$ cat src/rtl/fmap_drain.sv
// rtl/fmap_drain.sv - drains a feature map of channel vectors into a raster-ordered word stream
// Two-entry vector FIFO feeding a per-channel serializer that tracks row/col/channel position.
module fmap_drain #(
   parameter int DATA_W = 16,
   parameter int CH     = 64,
   parameter int MAP_W  = 111,
   parameter int MAP_H  = 111,
   localparam int CH_W  = (CH    > 1) ? $clog2(CH)    : 1,
   localparam int COL_W = (MAP_W > 1) ? $clog2(MAP_W) : 1,
   localparam int ROW_W = (MAP_H > 1) ? $clog2(MAP_H) : 1
) (
   input  logic                 clk,
   input  logic                 rst,
   input  logic                 i_data_valid,
   input  logic [CH*DATA_W-1:0] i_data,
   output logic                 i_ready,
   output logic                 o_valid,
   input  logic                 o_ready,
   output logic [DATA_W-1:0]    o_data,
   output logic [CH_W-1:0]      o_ch,
   output logic [COL_W-1:0]     o_col,
   output logic [ROW_W-1:0]     o_row,
   output logic                 o_last,
   output logic                 o_done,
   output logic                 o_overflow
);

   localparam logic [1:0] S_IDLE  = 2'd0;
   localparam logic [1:0] S_DRAIN = 2'd1;
   localparam logic [1:0] S_DONE  = 2'd2;

   localparam logic [CH_W-1:0]  CH_MAX  = CH_W'(CH - 1);
   localparam logic [COL_W-1:0] COL_MAX = COL_W'(MAP_W - 1);
   localparam logic [ROW_W-1:0] ROW_MAX = ROW_W'(MAP_H - 1);

   logic [1:0]           state;
   logic [CH*DATA_W-1:0] mem [2];
   logic                 wr_ptr;
   logic                 rd_ptr;
   logic [1:0]           count;
   logic                 run;
   logic [CH_W-1:0]      ch;
   logic [COL_W-1:0]     col;
   logic [ROW_W-1:0]     row;

   logic full, empty, ch_end, col_end, row_end, last_word;
   logic word_hs, pop, push;

   assign empty     = (count == 2'd0);
   assign full      = (count == 2'd2);
   assign ch_end    = (ch  == CH_MAX);
   assign col_end   = (col == COL_MAX);
   assign row_end   = (row == ROW_MAX);
   assign last_word = ch_end & col_end & row_end;

   assign o_valid = (state == S_DRAIN);
   assign word_hs = o_valid & o_ready;
   assign pop     = word_hs & ch_end;

   // A full FIFO still accepts when the head is being popped this cycle, unless that pop ends the map.
   assign i_ready = run & (state != S_DONE) & (~full | (pop & ~last_word));
   assign push    = i_data_valid & i_ready;

   assign o_data = o_valid ? mem[rd_ptr][ch*DATA_W +: DATA_W] : '0;
   assign o_last = o_valid & last_word;
   assign o_ch   = ch;
   assign o_col  = col;
   assign o_row  = row;

   always_ff @(posedge clk) begin
      if (push) begin
         mem[wr_ptr] <= i_data;
      end
   end

   always_ff @(posedge clk or negedge rst) begin
      if (!rst) begin
         state      <= S_IDLE;
         wr_ptr     <= 1'b0;
         rd_ptr     <= 1'b0;
         count      <= 2'd0;
         run        <= 1'b0;
         ch         <= '0;
         col        <= '0;
         row        <= '0;
         o_done     <= 1'b0;
         o_overflow <= 1'b0;
      end else begin
         run <= 1'b1;
         if (push) begin
            wr_ptr <= ~wr_ptr;
         end
         if (pop) begin
            rd_ptr <= ~rd_ptr;
         end
         case ({push, pop})
            2'b10:   count <= count + 2'd1;
            2'b01:   count <= count - 2'd1;
            default: count <= count;
         endcase
         if (i_data_valid && !i_ready && state != S_DONE) begin
            o_overflow <= 1'b1;
         end
         if (word_hs) begin
            if (ch_end) begin
               ch <= '0;
               if (col_end) begin
                  col <= '0;
                  row <= row_end ? '0 : row + 1'b1;
               end else begin
                  col <= col + 1'b1;
               end
            end else begin
               ch <= ch + 1'b1;
            end
         end
         case (state)
            S_IDLE: begin
               if (!empty) begin
                  state <= S_DRAIN;
               end
            end
            S_DRAIN: begin
               if (pop) begin
                  if (last_word) begin
                     state  <= S_DONE;
                     o_done <= 1'b1;
                  end else if (count == 2'd1 && !push) begin
                     state <= S_IDLE;
                  end
               end
            end
            S_DONE:  state <= S_DONE;
            default: state <= S_IDLE;
         endcase
      end
   end

endmodule

$ cat config.mk
export PLATFORM = sky130hd
export DESIGN_NAME = fmap_drain
export DESIGN_NICKNAME = d
export VERILOG_FILES = /design/src/rtl/fmap_drain.sv
export SDC_FILE = /design/constraint.sdc
export NUM_CORES = 2
export LEC_CHECK = 0
export ABC_CLOCK_PERIOD_IN_PS = 42500
export CAP_MARGIN = 20
export CORE_AREA = 2 2 388 467
export CTS_CLUSTER_DIAMETER = 30
export CTS_CLUSTER_SIZE = 40
export DETAILED_ROUTE_END_ITERATION = 8
export DIE_AREA = 0 0 390 469
export DONT_BUFFER_PORTS = 1
export GPL_TIMING_DRIVEN = 0
export PLACE_DENSITY = 0.64
export SLEW_MARGIN = 25
export SYNTH_ARGS = -nofsm -noshare
export SYNTH_HDL_FRONTEND = slang
export SYNTH_SLANG_ARGS = --single-unit
$ cat constraint.sdc
create_clock -name clk -period 42.5 [get_ports clk]
set_clock_uncertainty 0.05 [all_clocks]
set_input_delay 6.375 -clock clk [delete_from_list [all_inputs] [get_ports clk]]
set_output_delay 6.375 -clock clk [all_outputs]
set_load 0.02 [all_outputs]
---- After elaboration in Yosys (flattened, before gate mapping) ----
Memory sizes are Yosys's and may differ from the RTL's.
Cells that the tools add are included.
word-level totals
  register bits ........................... 29
  bits in writable memories ............... 2048
  bits of input ports ..................... 1028
  output and inout bits ................... 41
  word-level logic and storage cells ...... 68
  memories ................................ 1
memory list
  name  depth  width  rd ports  clocked after memory_dff  write ports  RTL line  RTL
  mem   2      1024   1         0                         1            37        logic [CH*DATA_W-1:0] mem [2];
cells by class
  add/subtract/negate cells ............... 5
  equal/unequal tests ..................... 13
  shift-type cells ........................ 1
  mux-type cells .......................... 12
  bitwise operators ....................... 14
  reductions and logical operators ........ 12
operators by type and width
  operator                                               count
  variable part select 1024 x 11 -> 16 bit               1
  2-to-1 mux 16 bit                                      1
  adder 7 x 1 -> 7 bit, second input constant            2
  equality test 7 bit, second input constant             2
  2-to-1 mux 7 bit                                       2
  bitwise AND 1 bit                                      9
  AND reduction 3 bit                                    3
  2-to-1 mux 2 bit                                       4
  adder 6 x 1 -> 6 bit, second input constant            1
  equality test 2 x 1 -> 1 bit, second input constant    3
  equality test 2 bit, second input constant             3
  equality test 6 bit, second input constant             1
  2-to-1 mux 6 bit                                       1
  one-hot mux 2 bit (3 select lines)                     1
  zero test 2 bit                                        2
  inequality test 2 bit, second input constant           2
  inverter 1 bit                                         4
  one-hot mux 2 bit (2 select lines)                     1
  logical AND 1 bit                                      3
  inequality test 3 x 1 -> 1 bit, second input constant  1
  adder 2 x 1 -> 2 bit, second input constant            1
  zero test 1 bit                                        2
  2-to-1 mux 1 bit                                       2
  inequality test 2 x 1 -> 1 bit, second input constant  1
  other kinds (4)                                        4

---- Longest topological paths before layout ----
  word-level depth ........................ 14
  mapped depth ............................ 12
  depth with buffers taken out ............ 9

---- Worst setup path before layout ----
No wires, ideal clock.
  path kind ............................... input to register
  start point ............................. in o_ready
  end point ............................... mem mem[0][0] (netlist bit) (enable)
  library setup time ...................... 2444 ps
  data arrival time ....................... 49541 ps
  data required time ...................... 40006 ps
  slack ................................... -9535 ps
  stages .................................. 5
  buffers on the path ..................... 0
  cell sequence ........................... and3b_1 nand4_1 a21o_1 a211o_1 nor2_1
on the way
  word-level cells in the longest chain between the ends .. 8
RTL lines
  what                                    RTL line  RTL
  start: declaration                      18        input logic o_ready,
  bitwise AND 1 bit                       57        assign word_hs = o_valid & o_ready;
  bitwise AND 1 bit                       58        assign pop = word_hs & ch_end;
  bitwise AND 1 bit                       61        assign i_ready = run & (state != S_DONE) & (~full | (pop & ~last_word));
  bitwise OR 1 bit                        61
  bitwise AND 1 bit                       61
  bitwise AND 1 bit                       62        assign push = i_data_valid & i_ready;
  2-to-1 mux 1 bit                        71        if (push) begin
  2-to-1 mux 1 bit (not written as such)  72        mem[wr_ptr] <= i_data;
  end: declaration                        37
No other way between the ends.

---- Final worst setup path ----
  start point ............................. in o_ready
  end point ............................... out i_ready
on the way
  word-level cells in the longest chain between the ends .. 5
RTL lines
  what               RTL line  RTL
  bitwise AND 1 bit  57
  bitwise AND 1 bit  58
  bitwise AND 1 bit  61
  bitwise OR 1 bit   61
  bitwise AND 1 bit  61
  end: declaration   16        output logic i_ready,
No other way between the ends.

==> key figures <==
Synthesis
  – Yosys cell types: 56
  – Cells after Synth: 3640
  – Most numerous cell in the Yosys netlist: edfxtp_1
  – Syn_nets: 4677
  – Register area share after synthesis: 77.7%
  – Yosys top cell by area: edfxtp_1
  – Syn_area_per_cell: 22.0 sq um
  – Synth top area cells: edfxtp_1, mux4_2, mux2i_1
  – Synth top area share: 76.8%
  – EDFF count, synth: 2048
  – Yosys reg bits: 2077
  – Syn Std Cell Area: 0.0800 sq mm
  – Post-synth top flop: edfxtp_1
  – YS warnings: 0
  – Top post-synthesis cells by count: edfxtp_1, mux4_2, mux2i_1
  – Share of flip-flops with an asynchronous set or reset: 1.40%

GRT
  – First-pass GRT wire length: 374000 microns
  – Vias in the first global route: 42900
  – Tot GR Track Use: 31.1%
  – Global-route congestion overflow total: 0
  – Antenna violations before repair: 125
  – Pin count of the biggest net entering global routing: 52

STA
  – Final hold viol count: 0
  – Final WS setup: 27.97 ns
  – Min Tclk post-route: 14.53 ns
  – Rel. slew slack: 25.3%
  – Worst Tran Pin Value: 1.12 ns
  – Fmax: 68.8 MHz
  – Hold_ws: 0.463 ns
  – Period utilization: 34.2%
  – Setup TNS: 0 ns
  – Final setup viols: 0
  – Unrepaired setup endpoints after global routing: false
  – Pins over their slew limit: 0

Critical path
  – CP Data Arrival Time: 8.10 ns
  – Critical path, cell by cell: and3b_1 -> nand4_1 -> a21o_1 -> a21oi_1
  – CP max FO: 4
  – Kind of critical path: in -> out
  – CP endpoint kind: output pin
  – Worst Setup Start Kind: input pin
  – Required @ worst endpoint: 36.07 ns
  – Slowest CP cell: a21oi_1
  – Crit path largest cell delay: 0.88 ns

Floorplanning
  – Ports: 1069
  – Core area: 0.178 sq mm
  – Row cnt: 170
  – Die extent in y: 469 microns
  – DIE AREA: 0.183 sq mm
  – Die width: 390 microns
  – Starting density of the core: 44.9%

Finish
  – Final cell count without fillers: 6841
  – Layout fillers: 13200
  – P&R area growth vs syn: 22.4%
  – Final #Nets: 5152
  – Share of layout cells above drive strength 1: 29.4%

Drt
  – Met3 WL post-DR: 40100 microns
  – Top sig layer: met5
  – DR pass1 iterations: 5
  – Metal2 WL: 142000 microns
  – Met1 WL: 93400 microns
  – Antenna-violating nets left: 0
  – Via density: 6.10
  – DRC violation count after routing: 0
  – WL final: 288000 microns
  – DR WL/cell: 42.2 microns
  – DRT iter0 DRCs: 4532
  – Via count: 41700

Clock tree
  – Clk buf depth: 4
  – TritonCTS buffer count: 374
  – Clock root buffer master: clkbuf_16
  – Htree depth: 5
  – Setup bufs post-CTS: 0
  – Clk sinks: 2077
  – Hold-fix buffer count after cts: 0
  – Clock Latency Late Sink: 0.96 ns
  – Post-CTS Resized: 0
  – CTS clk-pin slew, worst paths: 0.05 ns
  – TritonCTS clock tree: built

Power and ir drop
  – P per Cell Area: 69.7 mW/mm^2
  – Leak Pwr: 31.0 nW
  – Power Total: 0.00683 W
  – Max VDD drop: 0.0000492 V

Status
  – Outcome: finished clean

Placed design
  – GP Congestion: 0.868
  – Placed cells: 6060
  – Dpl hpwl: 220000 microns
  – Port bufs: 0
  – Pre-CTS WS: 28.01 ns

Min path
  – Hold WC Path Type: reg -> reg

Flow run
  – Max_cap viols: 0
## final cells by class
class	instances	area [sq um]	area share [%]
Antenna cell	118	295	0.301
Buffer	213	1620	1.66
Clock buffer	411	9510	9.70
Clock inverter	251	2890	2.94
Inverter	9	33.8	0.0345
Multi-Input combinational cell	1341	16400	16.7
Sequential cell	2077	62200	63.5
Tap cell	2322	2910	2.96
Timing Repair Buffer	99	2120	2.16
## cell usage in the layout (no fill, tap or decap), types with 29 or more instances in the layout
cell type | synthesis | final
clkinv_2 | 0 | 50
dfrtp_1 | 29 | 29
edfxtp_1 | 2048 | 2048
mux2i_1 | 260 | 259
mux4_2 | 394 | 394
clkinv_4 | 0 | 36
clkbuf_1 | 63 | 83
bufinv_16 | 0 | 47
clkbuf_16 | 0 | 374
nand3_1 | 29 | 29
diode_2 | 0 | 118
nand2_1 | 34 | 34
a21oi_1 | 74 | 72
buf_12 | 17 | 53
a221oi_1 | 43 | 32
buf_16 | 0 | 46
clkinv_1 | 0 | 44
buf_2 | 51 | 56
o21ai_0 | 65 | 63
a22oi_1 | 112 | 112
buf_4 | 23 | 38
a211oi_1 | 42 | 30
nand2b_1 | 38 | 38
buf_6 | 29 | 29
clkinvlp_4 | 0 | 35
## registers in the layout, summed over array words and instances, names as in the netlist
register and flops:
mem 2048, o_col 7, o_row 7, o_ch 6
count 2, state 2, o_done 1, o_overflow 1
rd_ptr 1, run 1, wr_ptr 1
## routing by layer
layer | vias to the layer above | global-route usage, %
met5 | - | 0
met4 | 92 | 13.5
met3 | 552 | 15.9
met2 | 2639 | 51.4
met1 | 21700 | 33.4
li1 | 16700 | -
## per-stage QoR
stage | utilization, % | instance area, sq um
finish | 55.0 | 98000
detailed placement | 47.9 | 85300
global route | 54.9 | 97800
global placement | 46.5 | 82900
CTS | 54.8 | 97700
floorplan | - | 80000
## path summary, 6_finish.rpt
check / start / end / slack (ns) / cells past startpoint
worst max register to register: o_ch[3] / mem[0][446] / 35.61 / 21
worst min-delay path: count[0] / count[0] / 0.46 / 1
worst max-delay path: o_ready / i_ready / 27.97 / 4
max in group asynchronous: rst / o_col[3] / 37.18 / 0
min in group asynchronous: rst / o_col[1] / 5.07 / 0
worst min register to register: count[0] / count[0] / 0.46 / 1
## worst max-delay path, delay by kind of cell
kind | cells | cell delay [ns]
compound gates | 2 | 1.20
simple gates | 2 | 0.51
## kinds of logic (layout without fill, tap and decap cells)
logic type	count (synthesis)	in the layout	synth area share, %
flops	2077	2077	77.7
mux	682	682	14.9
compound gates	451	451	3.88
buf+inv	222	983	2.04
simple gates	192	192	1.26
fa+ha+maj	9	9	0.141
xor+xnor	6	6	0.0657
other cells	1	119	0.00469
## power by group
group	leakage (nW)	internal, W	switching, W
registers	19.1	0.00254	0.0000627
clock network	5.97	0.00190	0.00102
logic	5.95	0.000374	0.000933
total	31.0	0.00481	0.00201
Power figures use the tool's default switching activity.
